==> src/rtl/flash_rd_ctrl_if.sv <==
// Cart read bus between the Z80 memory decoder and the flash read engine.
// Latency: none, wires only.
// Backpressure: wait_n low stalls the requester's bus cycle.
interface flash_rd_ctrl_if #(
    parameter int ADDR_W = 22
);
    logic              rd_req;
    logic [ADDR_W-1:0] addr;
    logic [7:0]        rd_data;
    logic              wait_n;

    modport master (output rd_req, output addr, input  rd_data, input  wait_n);
    modport slave  (input  rd_req, input  addr, output rd_data, output wait_n);
endinterface

==> src/rtl/flash_rd_ctrl.sv <==
// Flash read engine with a one-entry last-address cache; optional next-address prefetch (FLASH_PREFETCH_EN).
// Latency: miss holds wait_n low ACCESS_CYCLES+1 clks; hit is zero-wait.
// Backpressure: stretches the Z80 bus cycle with wait_n; one read per rd_req strobe.
module flash_rd_ctrl #(
    parameter int ADDR_W        = 22,
    parameter int ACCESS_CYCLES = 4,
    parameter int CNT_W         = 4
) (
    input  logic                clk,
    input  logic                rst_n,
    flash_rd_ctrl_if.slave      bus,
    output logic [ADDR_W-1:0]   FL_ADDR,
    input  logic [7:0]          FL_DQ,
    output logic                FL_CE_N,
    output logic                FL_OE_N,
    output logic                FL_WE_N,
    output logic                FL_RST_N
);

`ifdef FLASH_PREFETCH_EN
    typedef enum logic [1:0] {IDLE = 2'd0, ACCESS = 2'd1, DONE = 2'd2, PREFETCH = 2'd3} state_t;
`else
    typedef enum logic [1:0] {IDLE = 2'd0, ACCESS = 2'd1, DONE = 2'd2} state_t;
`endif

    state_t            state_q, state_d;
    logic [CNT_W-1:0]  cnt_q;
    logic [ADDR_W-1:0] tag_q;
    logic              valid_q;
    logic [7:0]        data_q;
    logic [ADDR_W-1:0] fl_addr_q;
    logic              fl_en_n_q;

    logic              cnt_zero;
    logic              main_hit;
    logic              hit;
    logic              stall;
    logic              start_miss;
    logic              fill;
    logic              count;

`ifdef FLASH_PREFETCH_EN
    logic [ADDR_W-1:0] pf_tag_q;
    logic [7:0]        pf_data_q;
    logic              pf_valid_q;
    logic              last_fill_q;
    logic              pf_hit;
    logic              promote;
    logic              start_pf;
    logic              pf_fill;

    assign pf_hit = pf_valid_q && (bus.addr == pf_tag_q);
    assign hit    = main_hit || pf_hit;
    // A prefetch-entry hit must present its byte in the same cycle to stay zero-wait.
    assign bus.rd_data = promote ? pf_data_q : data_q;
`else
    assign hit         = main_hit;
    assign bus.rd_data = data_q;
`endif

    assign cnt_zero = (cnt_q == '0);
    assign main_hit = valid_q && (bus.addr == tag_q);

    // Reset must release the Z80 immediately, even if rd_req is still high.
    assign bus.wait_n = !(stall && rst_n);

    assign FL_ADDR  = fl_addr_q;
    assign FL_CE_N  = fl_en_n_q;
    assign FL_OE_N  = fl_en_n_q;
    assign FL_WE_N  = 1'b1;
    assign FL_RST_N = rst_n;

    // State register.
    always_ff @(posedge clk or negedge rst_n) begin
        if (!rst_n) state_q <= IDLE;
        else        state_q <= state_d;
    end

    // Next state, bus stall and datapath strobes.
    always_comb begin
        state_d    = state_q;
        stall      = 1'b0;
        start_miss = 1'b0;
        fill       = 1'b0;
        count      = 1'b0;
`ifdef FLASH_PREFETCH_EN
        promote    = 1'b0;
        start_pf   = 1'b0;
        pf_fill    = 1'b0;
`endif
        case (state_q)
            IDLE: begin
                if (bus.rd_req) begin
                    if (hit) begin
                        state_d = DONE;
`ifdef FLASH_PREFETCH_EN
                        promote = !main_hit;
`endif
                    end else begin
                        state_d    = ACCESS;
                        stall      = 1'b1;
                        start_miss = 1'b1;
                    end
                end
            end
            ACCESS: begin
                stall = 1'b1;
                count = !cnt_zero;
                if (cnt_zero) begin
                    fill    = 1'b1;
                    state_d = DONE;
                end
            end
            DONE: begin
                if (!bus.rd_req) begin
`ifdef FLASH_PREFETCH_EN
                    if (last_fill_q) begin
                        state_d  = PREFETCH;
                        start_pf = 1'b1;
                    end else begin
                        state_d = IDLE;
                    end
`else
                    state_d = IDLE;
`endif
                end
            end
`ifdef FLASH_PREFETCH_EN
            PREFETCH: begin
                stall = bus.rd_req;
                count = !cnt_zero;
                if (cnt_zero) begin
                    pf_fill = 1'b1;
                    state_d = IDLE;
                end
            end
`endif
            default: state_d = IDLE;
        endcase
    end

    // Flash pin timing, access counter and cache entries.
    always_ff @(posedge clk or negedge rst_n) begin
        if (!rst_n) begin
            cnt_q     <= '0;
            tag_q     <= '0;
            valid_q   <= 1'b0;
            data_q    <= '0;
            fl_addr_q <= '0;
            fl_en_n_q <= 1'b1;
`ifdef FLASH_PREFETCH_EN
            pf_tag_q    <= '0;
            pf_data_q   <= '0;
            pf_valid_q  <= 1'b0;
            last_fill_q <= 1'b0;
`endif
        end else begin
            if (start_miss) begin
                fl_addr_q <= bus.addr;
                tag_q     <= bus.addr;
                fl_en_n_q <= 1'b0;
                cnt_q     <= CNT_W'(ACCESS_CYCLES - 1);
`ifdef FLASH_PREFETCH_EN
                pf_valid_q <= 1'b0;
`endif
            end else if (count) begin
                cnt_q <= cnt_q - CNT_W'(1);
            end
            if (fill) begin
                data_q    <= FL_DQ;
                valid_q   <= 1'b1;
                fl_en_n_q <= 1'b1;
            end
`ifdef FLASH_PREFETCH_EN
            if (fill)
                last_fill_q <= 1'b1;
            else if (state_q == DONE && !bus.rd_req)
                last_fill_q <= 1'b0;
            if (start_pf) begin
                fl_addr_q <= tag_q + ADDR_W'(1);
                pf_tag_q  <= tag_q + ADDR_W'(1);
                fl_en_n_q <= 1'b0;
                cnt_q     <= CNT_W'(ACCESS_CYCLES - 1);
            end
            if (pf_fill) begin
                pf_data_q  <= FL_DQ;
                pf_valid_q <= 1'b1;
                fl_en_n_q  <= 1'b1;
            end
            if (promote) begin
                tag_q      <= pf_tag_q;
                data_q     <= pf_data_q;
                pf_valid_q <= 1'b0;
            end
`endif
        end
    end

endmodule
==> src/flat_wrapper.sv <==
// flat-port wrapper written by rule: the top's interface ports become plain ports
module flash_rd_ctrl_flat 
#(
    parameter int ADDR_W        = 22,
    parameter int ACCESS_CYCLES = 4,
    parameter int CNT_W         = 4
)
  (clk, rst_n, FL_ADDR, FL_DQ, FL_CE_N, FL_OE_N, FL_WE_N, FL_RST_N, bus_rd_req, bus_addr, bus_rd_data, bus_wait_n);
  flash_rd_ctrl_if #(.ADDR_W(ADDR_W)) bus_i ();
  input  logic clk;
  input  logic rst_n;
  output logic [ADDR_W-1:0] FL_ADDR;
  input  logic [7:0] FL_DQ;
  output logic FL_CE_N;
  output logic FL_OE_N;
  output logic FL_WE_N;
  output logic FL_RST_N;
  input wire logic [$bits(bus_i.rd_req)-1:0] bus_rd_req;
  input wire logic [$bits(bus_i.addr)-1:0] bus_addr;
  output wire logic [$bits(bus_i.rd_data)-1:0] bus_rd_data;
  output wire logic [$bits(bus_i.wait_n)-1:0] bus_wait_n;
  assign bus_i.rd_req = bus_rd_req;
  assign bus_i.addr = bus_addr;
  assign bus_rd_data = bus_i.rd_data;
  assign bus_wait_n = bus_i.wait_n;
  flash_rd_ctrl #(.ADDR_W(ADDR_W), .ACCESS_CYCLES(ACCESS_CYCLES), .CNT_W(CNT_W)) u_core (.clk(clk), .rst_n(rst_n), .bus(bus_i), .FL_ADDR(FL_ADDR), .FL_DQ(FL_DQ), .FL_CE_N(FL_CE_N), .FL_OE_N(FL_OE_N), .FL_WE_N(FL_WE_N), .FL_RST_N(FL_RST_N));
endmodule
==> config.mk <==
export PLATFORM = sky130hd
export DESIGN_NAME = flash_rd_ctrl_flat
export DESIGN_NICKNAME = d
export VERILOG_FILES = /design/src/rtl/flash_rd_ctrl_if.sv /design/src/rtl/flash_rd_ctrl.sv /design/src/flat_wrapper.sv
export SDC_FILE = /design/constraint.sdc
export NUM_CORES = 1
export LEC_CHECK = 0
export ABC_AREA = 0
export CORE_UTILIZATION = 37
export DETAILED_ROUTE_END_ITERATION = 10
export PLACE_DENSITY = 0.72
export SYNTH_ARGS = -nofsm -noshare
export SYNTH_HDL_FRONTEND = slang
export SYNTH_SLANG_ARGS = --single-unit
==> constraint.sdc <==
create_clock -name clk -period 2 [get_ports clk]
set_clock_uncertainty 0.15 [all_clocks]
set_input_delay 0.2 -clock clk [delete_from_list [all_inputs] [get_ports clk]]
set_output_delay 0.2 -clock clk [all_outputs]
set_load 0.01 [all_outputs]
==> run summary <==
post-route ant nets - 0
Worst Path Buf+Inv - 1
Core Area - 0.004504 mm²
synth top area cells - dfrtp_1 52%, mux2_2 17%, xor2_1 10%, mux2_4 2.5%, xnor2_1 2.0%
crit path DAT - 1.88 ns
pin count of the biggest net entering global routing - 29
worst-skew pair later-pin latency - 0.29 ns
H-tree levels - 2
Combinational Power Share - 56.4%
maximum vdd ir drop - 736.4 µV
MaxCap Viol Count - 0
switching power - 1423 µW
hpwl dp - 3.021 mm
vias in the first global route - 1441
max frequency - 449.2 MHz
CP cell instances - xor2_1 -> nor4_1 -> nand4_1 -> o21a_1 -> o21ai_1 -> buf_2
final WL - 4.332 mm
RSZ-0062 raised after global routing - true
starting density of the core - 39.75%
PortBufs - 66
grt ovf - 0
WP data required - 1.65 ns
Die W - 71.57 µm
DIE AREA - 0.005122 mm²
syn_nets - 171
Starting DRT DRC Count - 36
Sink Count - 38
final RePlAce weighted congestion - 0.7384
drt via density - 4.871
Row Count - 24
Synth cell types - 26
Final Cell Area - 0.002855 mm²
sequential share of the synthesized area - 53.18%
setup ws final - -0.2264 ns
crit start category - flop
Static Leakage - 0.001233 µW
CP max stage delay - 0.40 ns
DP Cell Count - 272
post-placement worst setup slack - -0.6006 ns
largest area contributor in the netlist - dfrtp_1
CTS tree - built
Synth warnings - 0
root buffer cell - clkbuf_8
# setup viols final - 26
vias - 1398
Mapped Cells - 136
PwrDens - 1550 mW/mm²
Clock Power Share - 11.2%
Slew Viols, Final - 0
Final Power - 4426 µW
commonest non-fill, non-tap cell in the layout - clkdlybuf4s50_1
initial antenna violation count - 0
failing checks - negative setup slack
switching part of the total - 32.14%
syn avg cell area - 13.17 µm²
crit path capture type - primary output
Worst Setup Path Type - flop to primary output
Worst Path Max Fanout - 2
Finished Layout Cells - 287
outcome - complete, but fails checks
number of CTS-inserted buffers - 5
DR WL/cell - 15.09 µm
Int Pwr - 3003 µW
Crit path max-delay family - simple AND/OR/NAND/NOR gates
Cell Area, Synth - 0.001790 mm²
period utilization - 111.3%
first-pass GRT wire length - 6.610 mm
Yosys top cell area share - 51.71%
n_diodes - 0
Synth Register Bits - 38
Worst Hold Class - primary input to asynchronous set/reset pin
Ports - 68
CP max-delay cell - dfrtp_1
1st-pass router iterations - 6
sequential fraction of design power - 32.4%
Die Y-Extent - 71.57 µm
Util after Layout - 63.39%
Clock transition at path regs - 0.07 ns
Max Buffers Root-to-Sink - 2
Final nets - 269
final hold violations - 0
Area growth syn-to-layout - 59.47%
Placed Area - 0.002649 mm²
DRC Markers - 0
commonest non-fill, non-tap cells in the layout - 64 x clkdlybuf4s50_1, 37 x dfrtp_1, 28 x buf_4, 27 x mux2_2, 21 x xor2_1
Tmin final - 2.226 ns
share of layout cells above drive strength 1 - 31.91%
GRT Util Overall - 17.15%
## state kept, by name, indices dropped and copies added, names as in the netlist
register	cells
u_core.valid_q	1
u_core.bus.rd_data	8
u_core.state_q	2
u_core.cnt_q	4
u_core.FL_ADDR	22
u_core.FL_CE_N	1
## worst paths after layout
check / start / to / slack (ns) / cells past startpoint
hold reg to reg: u_core.valid_q / u_core.valid_q / 0.33 / 1
setup reg to reg: u_core.FL_ADDR[16] / u_core.FL_ADDR[11] / -0.21 / 7
setup / recovery: u_core.FL_ADDR[16] / bus_wait_n / -0.23 / 6
min in group clk: u_core.valid_q / u_core.valid_q / 0.33 / 1
hold / removal: rst_n / u_core.FL_ADDR[13] / 0.25 / 3
max in group asynchronous: rst_n / u_core.FL_CE_N / 1.04 / 3
## metrics by stage
step / hold WS, ns / TNS, ns
after detailed placement: 0.03152 / -11.64
final: 0.2519 / -4.759
after CTS: 0.2503 / -3.085
after global placement: 0.02698 / -10.75
after global routing: 0.2738 / -5.995
after floorplan: -0.2456 / 0
## routing by layer
layer	up-vias	wire length [µm]	track usage (%)
met2	55	2260	30.37
met3	6	248	5.907
met5	-	0	0
met1	681	1763	19.21
met4	0	60	6.100
li1	656	-	-
## area by class of cell
class,count,area [µm²]
Clock buffer,8,80.08
Fill cell,352,1649
Inverter,4,15.01
Multi-Input combinational cell,86,790.8
Sequential cell,38,952.2
Tap cell,52,65.06
Timing Repair Buffer,99,952.2
## repair_timing
item / 4_1_cts / 5_1_grt
gates cloned: 0 / 3
hold buffers: 1 / 0
pin swaps: 4 / 5
gates resized for setup: 7 / 6
buffers inserted: 0 / 3
hold endpoints to repair: 37 / 0
setup endpoints to repair: 29 / 29
## power groups by stage
stage	clock network, µW	registers (µW)	logic (µW)
global placement	0	1400	2260
global route	556	1480	2690
floorplan	0	1590	904
detailed placement	0	1440	2320
CTS	514	1430	2350
finish	495	1440	2500
## logic make-up (layout without fill, tap and decap cells)
| group | count (synthesis) | after routing | synth area share (%) |
|---|---|---|---|
| mux | 30 | 30 | 19.50 |
| flops | 38 | 38 | 53.18 |
| fa+ha+maj | 2 | 2 | 1.397 |
| buf+inv | 12 | 111 | 4.053 |
| simple gates | 23 | 23 | 7.477 |
| xor+xnor | 25 | 25 | 12.23 |
| other cells | 1 | 1 | 0.2094 |
| compound gates | 5 | 5 | 1.957 |
## cells in the mapped netlist
cell type	count
clkbuf_1	2
o311ai_0	1
inv_1	4
conb_1	1
nor3b_1	1
mux2_2	27
o21a_1	1
nand2b_1	4
xnor2_1	4
nor2_1	6
buf_4	3
mux2_4	3
buf_6	2
nand4_1	2
or3b_2	1
ha_1	2
buf_2	1
a211o_1	1
nand3b_1	2
nor3_1	1
dfstp_2	1
nor2b_1	1
dfrtp_1	37
o21ai_0	2
xor2_1	21
nor4_1	5
## tightest hold or removal path, stage by stage
cell and delay (ns):
dlygate4sd3_1 0.52, buf_2 0.13, buf_4 0.19
Power figures use the tool's default switching activity.
